## config.mk

```make
export PLATFORM = sky130hd
export DESIGN_NAME = conv_window_sched
export DESIGN_NICKNAME = d
export VERILOG_FILES = /design/src/rtl/conv_window_sched.sv
export SDC_FILE = /design/constraint.sdc
export NUM_CORES = 1
export LEC_CHECK = 0
export BUFFER_PORTS_ARGS = -buffer_cell sky130_fd_sc_hd__buf_2
export CAP_MARGIN = 10
export CORE_MARGIN = 1.5
export CORE_UTILIZATION = 54
export CTS_BUF_LIST = sky130_fd_sc_hd__clkbuf_2 sky130_fd_sc_hd__clkbuf_4 sky130_fd_sc_hd__clkbuf_8
export DETAILED_ROUTE_END_ITERATION = 8
export GPL_TIMING_DRIVEN = 1
export MAX_ROUTING_LAYER = met4
export PLACE_DENSITY = 0.79
export SLEW_MARGIN = 20
export SYNTH_ARGS = -nofsm -noshare
export SYNTH_HDL_FRONTEND = slang
export SYNTH_SLANG_ARGS = --single-unit
```

## constraint.sdc

```tcl
create_clock -name clk_in -period 5.95 [get_ports clk_in]
set_input_delay 0.2975 -clock clk_in [delete_from_list [all_inputs] [get_ports clk_in]]
set_output_delay 0.2975 -clock clk_in [all_outputs]
set_load 0.005 [all_outputs]
```

## src/rtl/conv_window_sched.sv

```systemverilog
// Window-fetch sequencer for the first conv layer: walks every kernel window of the picture and issues tap addresses.
// Optional build macro SCHED_STALL_CNT_EN enables the backpressure stall counter on stall_cycles.
module conv_window_sched #(
  parameter int unsigned LENGTH      = 60,
  parameter int unsigned HEIGHT      = 60,
  parameter int unsigned LENGTH_W    = 6,
  parameter int unsigned HEIGHT_W    = 6,
  parameter int unsigned FILTER_SIZE = 3,
  parameter int unsigned FILTER_W    = 2,
  parameter int unsigned STRIDE      = 4,
  parameter int unsigned WEIGHT_W    = 4,
  parameter int unsigned ADDR_W      = 12,
  parameter int unsigned MEM_LAT     = 2
) (
  input  logic                clk_in,
  input  logic                rst_n,
  input  logic                start,
  input  logic                abort,
  input  logic                out_ready,
  output logic                mem_en,
  output logic [ADDR_W-1:0]   pic_addr,
  output logic [WEIGHT_W-1:0] weight_addr,
  output logic                data_valid,
  output logic                win_last,
  output logic                frame_done,
  output logic                busy,
  output logic [15:0]         win_count,
  output logic [15:0]         stall_cycles
);

  typedef enum logic [1:0] {S_IDLE, S_RUN, S_DRAIN, S_DONE} state_t;

  state_t r_state;
  state_t w_state_next;

  logic                w_advance;
  logic                w_issue;
  logic                w_start_ok;
  logic [MEM_LAT-1:0]  w_vld_next;
  logic [MEM_LAT-1:0]  r_vld;
  logic [MEM_LAT-1:0]  r_last;

  logic [FILTER_W-1:0] r_row_off;
  logic [FILTER_W-1:0] r_col_off;
  logic [LENGTH_W-1:0] r_col_start;
  logic [HEIGHT_W-1:0] r_row_start;
  logic [WEIGHT_W-1:0] r_weight_addr;
  logic [ADDR_W-1:0]   r_pic_addr;
  logic [15:0]         r_win_count;
  logic                r_busy;
  logic                r_frame_done;

  logic [FILTER_W-1:0] w_row_off_n;
  logic [FILTER_W-1:0] w_col_off_n;
  logic [LENGTH_W-1:0] w_col_start_n;
  logic [HEIGHT_W-1:0] w_row_start_n;
  logic [WEIGHT_W-1:0] w_weight_n;
  logic [ADDR_W-1:0]   w_addr_n;

  logic w_row_end;
  logic w_col_end;
  logic w_win_last;
  logic w_cs_end;
  logic w_rs_end;
  logic w_frame_last;

  // Position of the current tap within its window and of the window within the picture
  assign w_row_end    = (r_row_off == FILTER_W'(FILTER_SIZE - 1));
  assign w_col_end    = (r_col_off == FILTER_W'(FILTER_SIZE - 1));
  assign w_win_last   = w_row_end & w_col_end;
  assign w_cs_end     = (32'(r_col_start) + STRIDE) > (LENGTH - FILTER_SIZE);
  assign w_rs_end     = (32'(r_row_start) + STRIDE) > (HEIGHT - FILTER_SIZE);
  assign w_frame_last = w_win_last & w_cs_end & w_rs_end;

  always_ff @(posedge clk_in or negedge rst_n) begin
    if (!rst_n) r_state <= S_IDLE;
    else        r_state <= w_state_next;
  end

  always_comb begin
    w_state_next = r_state;
    if (abort) begin
      w_state_next = S_IDLE;
    end else begin
      case (r_state)
        S_IDLE:  if (start) w_state_next = S_RUN;
        S_RUN:   if (w_issue && w_frame_last) w_state_next = S_DRAIN;
        S_DRAIN: if (w_vld_next == MEM_LAT'(0)) w_state_next = S_DONE;
        S_DONE:  w_state_next = S_IDLE;
        default: w_state_next = S_IDLE;
      endcase
    end
  end

  // A held beat blocks the whole pipe; an empty output slot or an accepting PE lets it move
  always_comb begin
    w_advance  = 1'b0;
    w_issue    = 1'b0;
    w_start_ok = 1'b0;
    if (r_state == S_RUN || r_state == S_DRAIN) w_advance = ~r_vld[MEM_LAT-1] | out_ready;
    w_issue    = w_advance & (r_state == S_RUN) & ~abort;
    w_start_ok = (r_state == S_IDLE) & start & ~abort;
    w_vld_next = w_advance ? ((r_vld << 1) | MEM_LAT'(w_issue)) : r_vld;
  end

  // Next tap: row offset fastest, then column offset, then window origin
  always_comb begin
    w_row_off_n   = r_row_off + FILTER_W'(1);
    w_col_off_n   = r_col_off;
    w_col_start_n = r_col_start;
    w_row_start_n = r_row_start;
    w_weight_n    = r_weight_addr + WEIGHT_W'(1);
    if (w_row_end) begin
      w_row_off_n = '0;
      w_col_off_n = r_col_off + FILTER_W'(1);
      if (w_col_end) begin
        w_col_off_n = '0;
        w_weight_n  = '0;
        if (w_cs_end) begin
          w_col_start_n = '0;
          w_row_start_n = w_rs_end ? '0 : r_row_start + HEIGHT_W'(STRIDE);
        end else begin
          w_col_start_n = r_col_start + LENGTH_W'(STRIDE);
        end
      end
    end
    w_addr_n = (ADDR_W'(w_row_start_n) + ADDR_W'(w_row_off_n)) * ADDR_W'(LENGTH)
             + ADDR_W'(w_col_start_n) + ADDR_W'(w_col_off_n);
  end

  always_ff @(posedge clk_in or negedge rst_n) begin
    if (!rst_n) begin
      r_vld         <= '0;
      r_last        <= '0;
      r_row_off     <= '0;
      r_col_off     <= '0;
      r_col_start   <= '0;
      r_row_start   <= '0;
      r_weight_addr <= '0;
      r_pic_addr    <= '0;
      r_win_count   <= '0;
      r_busy        <= 1'b0;
      r_frame_done  <= 1'b0;
    end else begin
      r_busy       <= (w_state_next == S_RUN) || (w_state_next == S_DRAIN);
      r_frame_done <= (w_state_next == S_DONE);
      if (abort) begin
        r_vld  <= '0;
        r_last <= '0;
      end else if (w_advance) begin
        r_vld  <= w_vld_next;
        r_last <= (r_last << 1) | MEM_LAT'(w_issue & w_win_last);
      end
      if (w_start_ok) begin
        r_row_off     <= '0;
        r_col_off     <= '0;
        r_col_start   <= '0;
        r_row_start   <= '0;
        r_weight_addr <= '0;
        r_pic_addr    <= '0;
        r_win_count   <= '0;
      end else if (w_issue) begin
        r_row_off     <= w_row_off_n;
        r_col_off     <= w_col_off_n;
        r_col_start   <= w_col_start_n;
        r_row_start   <= w_row_start_n;
        r_weight_addr <= w_weight_n;
        r_pic_addr    <= w_addr_n;
        if (w_win_last && r_win_count != 16'hFFFF) r_win_count <= r_win_count + 16'd1;
      end
    end
  end

`ifdef SCHED_STALL_CNT_EN
  logic [15:0] r_stall;

  always_ff @(posedge clk_in or negedge rst_n) begin
    if (!rst_n)                                                      r_stall <= '0;
    else if (w_start_ok)                                             r_stall <= '0;
    else if (r_vld[MEM_LAT-1] && !out_ready && r_stall != 16'hFFFF) r_stall <= r_stall + 16'd1;
  end

  assign stall_cycles = r_stall;
`else
  assign stall_cycles = 16'd0;
`endif

  assign mem_en      = w_advance;
  assign pic_addr    = r_pic_addr;
  assign weight_addr = r_weight_addr;
  assign data_valid  = r_vld[MEM_LAT-1];
  assign win_last    = r_last[MEM_LAT-1];
  assign frame_done  = r_frame_done;
  assign busy        = r_busy;
  assign win_count   = r_win_count;

endmodule

```

Yosys cells after proc, flatten, opt, wreduce, memory -nomap -nowiden --
Cells that the tools add are included.
Storage, ports and cells: output and inout port bits 53, input bits 5, logic and storage cells 96, flip-flop bits (word level) 56
Cells by class: bitwise logic cells 13, $add $sub $neg 11, multiplexer cells 38, order comparisons 2, multiply operators 1, equal/unequal tests 9, reduce and logical (&&, ||, !) cells 10
Operator list (count):
- two-way mux 6 bit | 11
- two-way mux 16 bit | 3
- two-way mux 2 bit | 16
- two-way mux 12 bit | 2
- adder 16 x 1 -> 16 bit, second input constant | 1
- two-way mux 4 bit | 4
- != test 16 bit, second input constant | 1
- adder 6 x 3 -> 7 bit, second input constant | 2
- greater-than comparator 7 x 6 -> 1 bit, second input constant | 2
- adder 12 x 2 -> 12 bit | 1
- adder 12 x 6 -> 12 bit | 1
- adder 6 x 3 -> 6 bit, second input constant | 2
- equality test 2 bit, second input constant | 6
- multiplier 7 x 4 -> 10 bit, second input constant | 1
- bitwise AND 1 bit | 8
- case mux 2 bit (4 select lines) | 1
- adder 6 x 2 -> 7 bit | 1
- nonzero test 2 bit | 3
- adder 2 x 1 -> 2 bit, second input constant | 2
- adder 4 x 1 -> 4 bit, second input constant | 1
- equality test 2 x 1 -> 1 bit, second input constant | 2
- zero test 2 bit | 2
- bitwise OR 2 x 1 -> 2 bit | 2
- logical AND 1 bit | 2
- 5 further kinds | 7

Depth between registers and ports, before layout --
Gate-level depths: netlist of the first run.
word-level depth 13, depth in mapped cells 29, mapped depth without buffers 28

Worst setup path after synthesis of the first run --
No wires, ideal clock.
path kind reg2reg, from register r_col_start[2], to register r_pic_addr[11], in the netlist pic_addr[11], arrival 6020 ps, setup time 122 ps, clock period less this slack 6142 ps, setup slack -192 ps, required time 5828 ps, stages on the path, launching flop included 28, buffers on the path 1, cell sequence dfrtp_1 > ha_1 > mux2_1 > a21oi_2 > o21a_1 > and2_1 > clkbuf_1 > nand2_1 > and2_1 > ha_1 > fa_1 > nand2_1 > xor2_1 > o22ai_1 > o21bai_1 > inv_1 > ha_1 > inv_1 > fa_1 > inv_1 > ha_1 > nand2_1 > o21a_1 > o311ai_1 > nand3_1 > or3_1 > a21o_1 > a32o_1
On the way: longest elaborated chain between the ends 11, elaborated cells between the ends (all ways) 15, classes of those cells add/sub (5); mul (1); order compare (1); mux (8)
Ends and longest elaborated chain:
- start: declaration | line 45 | logic [LENGTH_W-1:0] r_col_start;
- start signal: assignment | line 165 | r_col_start <= w_col_start_n;
- adder 6 x 3 -> 7 bit | line 71 | assign w_cs_end = (32'(r_col_start) + STRIDE) > (LENGTH - FILTER_SIZE);
- greater-than comparator 7 x 6 -> 1 bit | line 71
- two-way mux 6 bit | line 119 | if (w_cs_end) begin
- two-way mux 6 bit | line 116 | if (w_col_end) begin
- two-way mux 6 bit | line 113 | if (w_row_end) begin
- adder 6 x 2 -> 7 bit | line 127 | w_addr_n = (ADDR_W'(w_row_start_n) + ADDR_W'(w_row_off_n)) * ADDR_W'(LENGTH)
- multiplier 7 x 4 -> 10 bit | line 127
- adder 12 x 6 -> 12 bit (*) | line 128 | + ADDR_W'(w_col_start_n) + ADDR_W'(w_col_off_n);
- adder 12 x 2 -> 12 bit (*) | line 128
- two-way mux 12 bit (*) | line 162 | end else if (w_issue) begin
- two-way mux 12 bit (*) | line 154 | if (w_start_ok) begin
- end signal: assignment | line 168 | r_pic_addr <= w_addr_n;
- end: declaration | line 48 | logic [ADDR_W-1:0] r_pic_addr;
Every way passes the cells marked *; elsewhere a longest branch is shown, timed or not. The select of a mux whose other input is x is not followed. A chain may end at the register's enable or synchronous reset.

Final worst setup path of the first run --
Same ends and word-level chain as after synthesis.

==> results.cfg, run 1 <==
[power]
power_density_nw_per_um2 = 169
power_mw = 0.831
combPwrFrac_pct = 17.6
p_sw_share_pct = 26.1
p_seq_share_pct = 47.6
ir_drop_mv = 0.0959
p_sw_mw = 0.217
leakage_nw = 2.40
internal_power_mw = 0.615
pwr-share-clk_pct = 34.7

[cts]
cts_tree = done
cts_hold_buf = 0
cts.clk_slew.worst_paths_ns = 0.10
clk-insertion-delay-late_ns = 0.31
clockBufferDepth = 2
cts.sinks = 56
cts_root_buf = clkbuf_8
htree_levels = 2
numCtsBuffers = 5

[yosys]
synthTopCellsByCount = dfrtp_1 (56), nand2_1 (51), nor2_1 (33)
synthArstFlopShare_pct = 100
synth_area_leaders = dfrtp_1 (33%), ha_1 (9.5%), fa_1 (4.7%)
synth_ff_type = dfrtp_1
synth-seq-cells = 56
syn_area_um2 = 4230
yosysMostFrequentCell = dfrtp_1
synth_cell_types = 68
synth-seq-area-share_pct = 33.2
synth_edf_count = 0
yosysWarnings = 0
synth_top_area_cell = dfrtp_1
syn_inst = 462
synth_top_area_share_pct = 33.2
syn_avg_cell_area_um2 = 9.15

[global_routing]
grt_busiest_layer = met2
grt_pass1_wl_um = 16000
grt_max_degree = 57
antenna_found_initial = 0
overflow = 0
grt_use_met2_pct = 41.2
grt_pass1_vias = 3353
grt_usage_pct = 24.2
grt_util_met1_pct = 30.7
use_met3_pct = 2.43

[placement]
hpwl_um = 6880
dp.cells = 605
routabilityCongestion = 0.945
port_buffers = 41
dpl_worst_slack_ns = -0.0312

[detailed_routing]
post_drt_wl_per_cell_um = 15.5
viasPerCell = 5.63
ant_nets = 0
drt-initial-drc-count = 183
wirelength_um = 9590
drc_errors = 0
dr_total_vias = 3485
firstDrtPassIters = 4

[floorplanning]
placementRows = 32
ios = 58
die_x_um = 91.5
core_um2 = 7650
die_area_um2 = 8360
die_h_um = 91.5
start_util_pct = 55.3

[critical_path]
crit_required_ns = 6.15
r2r_start = r_col_start[2]$_DFFE_PN0P_
worstSetupEndpointType = flip-flop
arrival_ns = 6.00
worstSetupPathType = flip-flop to flip-flop
crit_start = r_col_start[2]$_DFFE_PN0P_
crit_path_max_fanout = 4
critPathLaunchType = flip-flop

[finish]
final_cells = 619
syn_to_final_growth_pct = 16.7
final_nets = 564
finalCoreUtilization_pct = 64.5
diodes = 0
layout-drive-gt1-share_pct = 21.9

[sta]
finalCritPeriodShare_pct = 97.5
setup_viol = 0
drv_slew = 0
relSlewSlack_pct = 51.9
skew_ns = 0.00488
tightest_slew_ns = 0.722
hold_violations = 0
setup_tns_ns = 0
worst_slack_ns = 0.152
fmax_mhz = 172
fin_crit_ns = 5.80

[status]
status = finished, final reports clean

[flow_run]
maxCapViolations = 0

[min_path]
hold_path_class = input pin to asynchronous set/reset pin
power groups by stage:
stage	Clock, mW	Sequential [mW]	Combinational [mW]
after CTS	0.290	0.396	0.138
after global placement	0	0.403	0.131
after detailed placement	0	0.404	0.137
after global routing	0.309	0.398	0.168
after floorplan	0	0.404	0.101
final	0.289	0.396	0.147
area by class of cell:
cell class,count,area (µm²)
fill,606,2720
inverter,32,120
clock buffer,5,68.8
timing repair buffer,65,389
sequential,56,1400
tap,102,128
multi-input combinational,357,2760
clock inverter,2,60.1
metrics by stage:
stage | hold slack [ns] | area, µm²
after global routing | 0.177 | 4930
after CTS | 0.155 | 4710
after detailed placement | 0.466 | 4580
after global placement | 0.458 | 4580
after floorplan | 0.00191 | 4300
final | 0.109 | 4930
flip-flops by register name, summed over array words and instances, names as in the netlist, 2 cells and up:
name,cells
weight_addr,4
r_col_start,6
win_count,16
r_state,2
r_row_off,2
r_vld,2
pic_addr,12
r_last,2
r_col_off,2
r_row_start,6
path summary, 6_finish.rpt:
path | to | slack (ns) | depth (start not counted)
worst max-delay path | pic_addr[11]$_DFFE_PN0P_ | 0.15 | 26
worst min-delay path | win_count[13]$_DFFE_PN0P_ | 0.11 | 2
worst max register to register | pic_addr[11]$_DFFE_PN0P_ | 0.15 | 26
worst min register to register | pic_addr[6]$_DFFE_PN0P_ | 0.48 | 2
max in group asynchronous | r_col_start[3]$_DFFE_PN0P_ | 5.31 | 2
min in group clk_in | r_last[1]$_DFFE_PN0P_ | 0.23 | 2
critical path, stage by stage (launching register included):
cell and delay [ns]:
dfrtp_1 0.40, ha_1 0.19, mux2_1 0.31, a21oi_2 0.16, o21a_1 0.16, and2_1 0.15
nand2_1 0.10, and2_1 0.17, ha_2 0.19, fa_2 0.37, nand2_2 0.09, xor2_2 0.20
a221oi_2 0.08, o21bai_4 0.23, xor2_1 0.16, ha_1 0.28, inv_1 0.05, fa_1 0.51
inv_1 0.07, ha_4 0.27, nand2_1 0.08, o21a_1 0.22, o311ai_4 0.30, nand3_1 0.12
or3_1 0.37, a21o_1 0.19, a32o_1 0.25
timing repair:
item / in CTS / in global routing
pin swaps: 0 / 10
setup endpoints to repair: 1 / 1
setup buffers: 1 / 6
resized for setup: 1 / 30
placed cells by master (no fill, tap or decap), drive strengths merged, types with 3 or more instances in the layout:
master,n
nand2,51
xor2,20
and3,4
nor3b,3
inv,32
fa,10
o21ai,30
clkbuf,5
a211oi,6
conb,16
buf,65
nor3,5
a21oi,14
and2,12
ha,32
nor2b,4
a22o,8
o21bai,3
nor2,33
nand3,16
dfrtp,56
a32o,3
a21o,6
nand4,4
o2111ai,3
xnor2,20
o21a,3
and4,3
mux2i,4
a31oi,3
o31ai,4
kinds of logic (layout without fill, tap and decap cells):
| group | after synthesis | count (layout) | share of synthesized area (%) |
|---|---|---|---|
| fa+ha+maj | 42 | 42 | 14.2 |
| compound gates | 103 | 103 | 17.5 |
| xor+xnor | 40 | 40 | 8.29 |
| simple gates | 150 | 150 | 18.1 |
| flops | 56 | 56 | 33.2 |
| buf+inv | 64 | 104 | 7.23 |
| mux | 6 | 6 | 1.48 |
| other cells | 1 | 16 | 0.0888 |
layer usage:
metal	vias up	wire, µm
met2	92	4990
met4	0	141
met5	-	0
li1	1678	-
met1	1700	4070
met3	15	392
No activity file was read; power rests on OpenSTA's default activity.
==> run 2: changes to the inputs <==
Settings changed: PLACE_DENSITY 0.79 to 0.87.
==> run 2 against run 1 <==
Wire length is 1.4% lower. Largest cell class unchanged. Setup slack worse by 0.044 ns. Critical endpoint unchanged. Cell count stayed put. Via count is 1.8% higher. Flip-flop and latch count stayed put. Register-to-register slack worse by 0.04 ns. Non-clock buffer count is 1 lower. Largest power group unchanged.
==> results.cfg, run 2 (synthesized netlist as in run 1, its figures left out) <==
[finish]
layout-drive-gt1-share_pct = 20.7
syn_to_final_growth_pct = 14.5
final_nets = 563
final_cell_mix = dfrtp_1 (55), nand2_1 (49), buf_2 (41), nor2_1 (33)
seq_area_um2 = 1400
largest_reg_flops = 16
final_common_cell = dfrtp_1
multiInputGateArea_um2 = 2710
n_fill_cell = 597
design_area_um2 = 4840
diodes = 0

[placement]
hpwl_um = 7070
dpl_cell_area_um2 = 4580
port_buffers = 41
routabilityCongestion = 0.982

[detailed_routing]
ant_nets = 0
dr_total_vias = 3546
wirelength_um = 9450
firstDrtPassIters = 4
post_drt_wl_per_cell_um = 15.3
drc_errors = 0
viasPerCell = 5.73
drt-initial-drc-count = 111

[critical_path]
r2r_cells = 26
r2r_end = pic_addr[11]$_DFFE_PN0P_
arrival_ns = 6.05
crit_required_ns = 6.16
crit_path_max_fanout = 3
rrSetupSlack_ns = 0.11
worstSetupEndpointType = flip-flop
worstSetupPathType = flip-flop to flip-flop
r2r_start = r_col_start[2]$_DFFE_PN0P_
critPathLaunchType = flip-flop

[cts]
cts_root_buf = clkbuf_8
clk-insertion-delay-late_ns = 0.31
cts_tree = done
clockBufferDepth = 2
cts.sinks = 56
cts.clk_slew.worst_paths_ns = 0.10
numCtsBuffers = 5
htree_levels = 2

[status]
status = finished, final reports clean

[floorplanning]
die_x_um = 91.5
placementRows = 32
start_util_pct = 55.3
die_h_um = 91.5
core_um2 = 7650
ios = 58
die_area_um2 = 8360

[sta]
fin_crit_ns = 5.84
tightest_slew_ns = 0.704
fmax_mhz = 171
setup_viol = 0
drv_slew = 0
hold_violations = 0
finalCritPeriodShare_pct = 98.2
skew_ns = 0.00897
relSlewSlack_pct = 52.7

[global_routing]
antenna_found_initial = 0
grt_usage_pct = 23.1
grt_pass1_vias = 3315
grt_max_degree = 37
grt_pass1_wl_um = 15400
overflow = 0

[min_path]
hold-path-endpoint = r_last[1]$_DFFE_PN0P_
hold_path_class = input pin to flip-flop
hold_depth = 2
min_from = abort

[power]
power_density_nw_per_um2 = 156
ir_drop_mv = 0.0972
power_mw = 0.755
leakage_nw = 2.37

[flow_run]
maxCapViolations = 0
[run 2: timing repair]
action                                 CTS  global route
buffers inserted                         1             4
hold buffers                             1             0
setup endpoints to repair                1             1
endpoints found under the hold margin   20             0
gates cloned                             0             0
pin swaps                                0            13
resized for setup                        0            26
[run 2: layer usage]
layer / share of wire [%] / vias to the layer above / track usage [%]
met2: 53 / 98 / 40.5
met5: 0 / - / -
met3: 3.6 / 19 / 3.02
met1: 42 / 1744 / 27.7
met4: 1.7 / 0 / 6.64
li1: - / 1685 / -
[run 2: layout make-up]
cell class / count / share of cell area, %
repair buffers: 64 / 7.94
inverters: 32 / 2.48
clock buffers: 6 / 1.58
multi-input cells: 357 / 56.0
flip-flops and latches: 56 / 29.0
well taps: 102 / 2.64
clock inverters: 2 / 0.336
[run 2: power by group]
group | switching, mW | total, mW | internal [mW]
combinational | 0.0863 | 0.142 | 0.0556
sequential | 0.00712 | 0.397 | 0.389
clock | 0.128 | 0.217 | 0.0888
[run 2: worst max-delay path by stage]
stage	slack (ns)	end	depth (start not counted)	start
2_1_floorplan	0.06	pic_addr[11]$_DFFE_PN0P_	27	r_col_start[2]$_DFFE_PN0P_
3_3_place_gp	0.26	pic_addr[11]$_DFFE_PN0P_	21	r_row_start[3]$_DFFE_PN0P_
3_5_place_dp	-0.02	pic_addr[11]$_DFFE_PN0P_	27	r_col_start[3]$_DFFE_PN0P_
4_1_cts	0.03	pic_addr[11]$_DFFE_PN0P_	26	r_col_start[2]$_DFFE_PN0P_
5_1_grt	-0.11	pic_addr[11]$_DFFE_PN0P_	27	r_col_start[3]$_DFFE_PN0P_
6_report	0.11	pic_addr[11]$_DFFE_PN0P_	26	r_col_start[2]$_DFFE_PN0P_
[run 2: critical path: stages (launching register included)]
cell,delay [ns]
dfrtp_1,0.43
ha_1,0.22
mux2_1,0.31
a21oi_2,0.17
o21a_1,0.16
and2_1,0.16
nand2_2,0.07
and2_1,0.16
ha_2,0.20
fa_2,0.37
nand2_2,0.09
xor2_2,0.09
a221oi_2,0.25
o21bai_4,0.18
inv_1,0.09
ha_1,0.29
inv_1,0.05
fa_1,0.53
inv_1,0.04
ha_1,0.32
nand2_1,0.10
o21a_1,0.22
o311ai_4,0.32
nand3_2,0.11
or3_4,0.38
a21o_1,0.18
a32o_1,0.24
[run 2: metrics by stage]
| stage | cells | hold WS, ns | setup slack [ns] | TNS (ns) | utilization (%) |
|---|---|---|---|---|---|
| after floorplan | 477 | 0.00191 | 0.0633 | 0 | - |
| after global placement | 605 | 0.269 | 0.259 | 0 | 59.8 |
| after detailed placement | 605 | 0.278 | -0.0196 | -0.0196 | 59.8 |
| after CTS | 615 | 0.227 | 0.0326 | 0 | 61.3 |
| after global routing | 619 | 0.241 | -0.113 | -0.113 | 63.3 |
| final | 619 | 0.226 | 0.108 | 0 | 63.3 |
==> run 3: changes to the inputs <==
Settings changed: ABC_AREA from default to 1, CORE_UTILIZATION 54 to 55, PLACE_DENSITY 0.87 to 0.88.
==> run 3 against run 2 <==
Sequential power grew 15%. Sequential share of layout area rose by 0.91 points. Synthesized area increased by 2.8%. First-iteration DRC count rose by 86%. Non-clock buffer count decreased by 22. Highest routed layer unchanged. Wire length decreased by 4.2%.
==> results.cfg, run 3 <==
[sta]
fmax_mhz = 186
finalCritPeriodShare_pct = 90.1
tightest_slew_ns = 1.00
setup_tns_ns = 0
skew_ns = 0.0204
rsz0062_at_grt = false
drv_slew = 0
fin_crit_ns = 5.36
setup_viol = 0
hold_violations = 0
relSlewSlack_pct = 33.0

[critical_path]
cpMaxStageDelayCell = fa_1
worstSetupPathType = flip-flop to flip-flop
crit_required_ns = 6.18
rrSetupSlack_ns = 0.59
slowest_delay_ns = 0.49
crit_path_max_fanout = 7
critPathLaunchType = flip-flop
r2r_end = pic_addr[11]$_DFFE_PN0P_
arrival_ns = 5.59
r2r_start = r_col_start[3]$_DFFE_PN0P_
r2r_cells = 30
worstSetupEndpointType = flip-flop
crit_top_cell = nand2_1

[cts]
cts.sinks = 56
cts_tree = done
cts.clk_slew.worst_paths_ns = 0.12
post_cts_buffers = 0
clk-insertion-delay-late_ns = 0.33
ctsResizeCount = 0
numCtsBuffers = 5
htree_levels = 2
clockBufferDepth = 2
cts_root_buf = clkbuf_8
cts_hold_buf = 0

[yosys]
synth-seq-cells = 56
synthArstFlopShare_pct = 100
syn_area_um2 = 4340
syn_inst = 547
syn_avg_cell_area_um2 = 7.94
synth_top_area_share_pct = 32.3
synth_edf_count = 0
synthTopCellsByCount = nand2_1 (112), inv_1 (79), dfrtp_1 (56)
yosysMostFrequentCell = nand2_1
yosysWarnings = 0
synth_cell_types = 51
synth_ff_type = dfrtp_1
synth_area_leaders = dfrtp_1 (32%), nand2_1 (9.7%), ha_1 (9.2%)
synth-seq-area-share_pct = 32.3
synth_top_area_cell = dfrtp_1

[finish]
diodes = 0
final_cells = 692
syn_to_final_growth_pct = 7.89
n_fill_cell = 683
largest_reg_flops = 16
final_cell_mix = nand2_1 (112), inv_1 (79), dfrtp_1 (56), buf_2 (41), nor2_1 (36)
final_nets = 636
final_common_cell = nand2_1
layout-drive-gt1-share_pct = 16.8

[global_routing]
grt_max_degree = 57
grt_usage_pct = 24.1
antenna_found_initial = 0
grt_pass1_wl_um = 16300
overflow = 0
grt_pass1_vias = 3738

[floorplanning]
die_area_um2 = 8440
start_util_pct = 56.5
ios = 58
die_x_um = 91.9
core_um2 = 7690
die_h_um = 91.9
placementRows = 32

[detailed_routing]
viasPerCell = 5.40
drt-initial-drc-count = 206
firstDrtPassIters = 5
post_drt_wl_per_cell_um = 13.1
drc_errors = 0
wirelength_um = 9060
dr_total_vias = 3734
ant_nets = 0

[min_path]
hold_path_class = input pin to asynchronous set/reset pin

[power]
leakage_nw = 2.53
power_density_nw_per_um2 = 262
power_mw = 1.23
ir_drop_mv = 0.136

[status]
status = finished, final reports clean

[placement]
port_buffers = 41
dp.cells = 684
routabilityCongestion = 0.859
hpwl_um = 7060

[flow_run]
maxCapViolations = 0
## run 3: critical path: cells and delay by family (launching register included)
family / cells / cell delay [ns]
buffers and inverters: 4 / 0.34
adders and majority gates: 6 / 2.34
DFF: 1 / 0.44
AOI/OAI and AO/OA: 1 / 0.06
xor gates and xnor gates: 1 / 0.34
and+or+nand+nor: 18 / 1.76
## run 3: worst max-delay path by stage
stage | start | endpoint | slack (ns) | depth (start not counted)
after CTS | r_col_start[2]$_DFFE_PN0P_ | pic_addr[11]$_DFFE_PN0P_ | 0.56 | 27
final | r_col_start[3]$_DFFE_PN0P_ | pic_addr[11]$_DFFE_PN0P_ | 0.59 | 30
after global placement | r_col_start[2]$_DFFE_PN0P_ | pic_addr[11]$_DFFE_PN0P_ | 0.82 | 27
after detailed placement | r_col_start[2]$_DFFE_PN0P_ | pic_addr[11]$_DFFE_PN0P_ | 0.57 | 27
after floorplan | r_col_start[2]$_DFFE_PN0P_ | pic_addr[11]$_DFFE_PN0P_ | 1.0 | 27
after global routing | r_col_start[3]$_DFFE_PN0P_ | pic_addr[11]$_DFFE_PN0P_ | 0.03 | 30
## run 3: power by group
group          internal [mW]  switching [mW]
sequential             0.425          0.0330
combinational          0.197           0.352
clock                 0.0840           0.134
## run 3: layer usage
layer	vias to the layer above	track usage, %	part of all wire, %
li1	1826	-	-
met1	1780	28.6	43
met2	108	42.7	51
met3	20	3.15	4.1
met4	0	7.44	1.9
met5	-	-	0
## run 3: kinds of logic (layout without fill, tap and decap cells)
kind of cell | count (synthesis) | in the layout | synth area share (%)
AOI/OAI and AO/OA | 81 | 81 | 11.1
xor gates and xnor gates | 17 | 17 | 3.77
adders and majority gates | 42 | 42 | 13.8
and+or+nand+nor | 242 | 242 | 28.3
DFF | 56 | 56 | 32.3
other | 1 | 16 | 0.0863
buffers and inverters | 108 | 136 | 10.7
## run 3: layout make-up
cell class | count | area, µm² | area share [%]
multi-input cells | 398 | 2530 | 54.0
flip-flops and latches | 56 | 1400 | 29.9
inverters | 86 | 323 | 6.89
repair buffers | 42 | 213 | 4.54
well taps | 102 | 128 | 2.72
clock buffers | 5 | 68.8 | 1.47
clock inverters | 3 | 21.3 | 0.454
## run 3: through the flow
step           area [µm²]  hold slack, ns  setup WS, ns  utilization [%]
6_report             4690           0.100         0.587             61.0
5_1_grt              4690           0.173        0.0339             61.0
3_5_place_dp         4600           0.461         0.569             59.8
2_1_floorplan        4400         0.00191         0.996                -
4_1_cts              4690           0.141         0.560             61.0
3_3_place_gp         4600           0.459         0.824             59.8
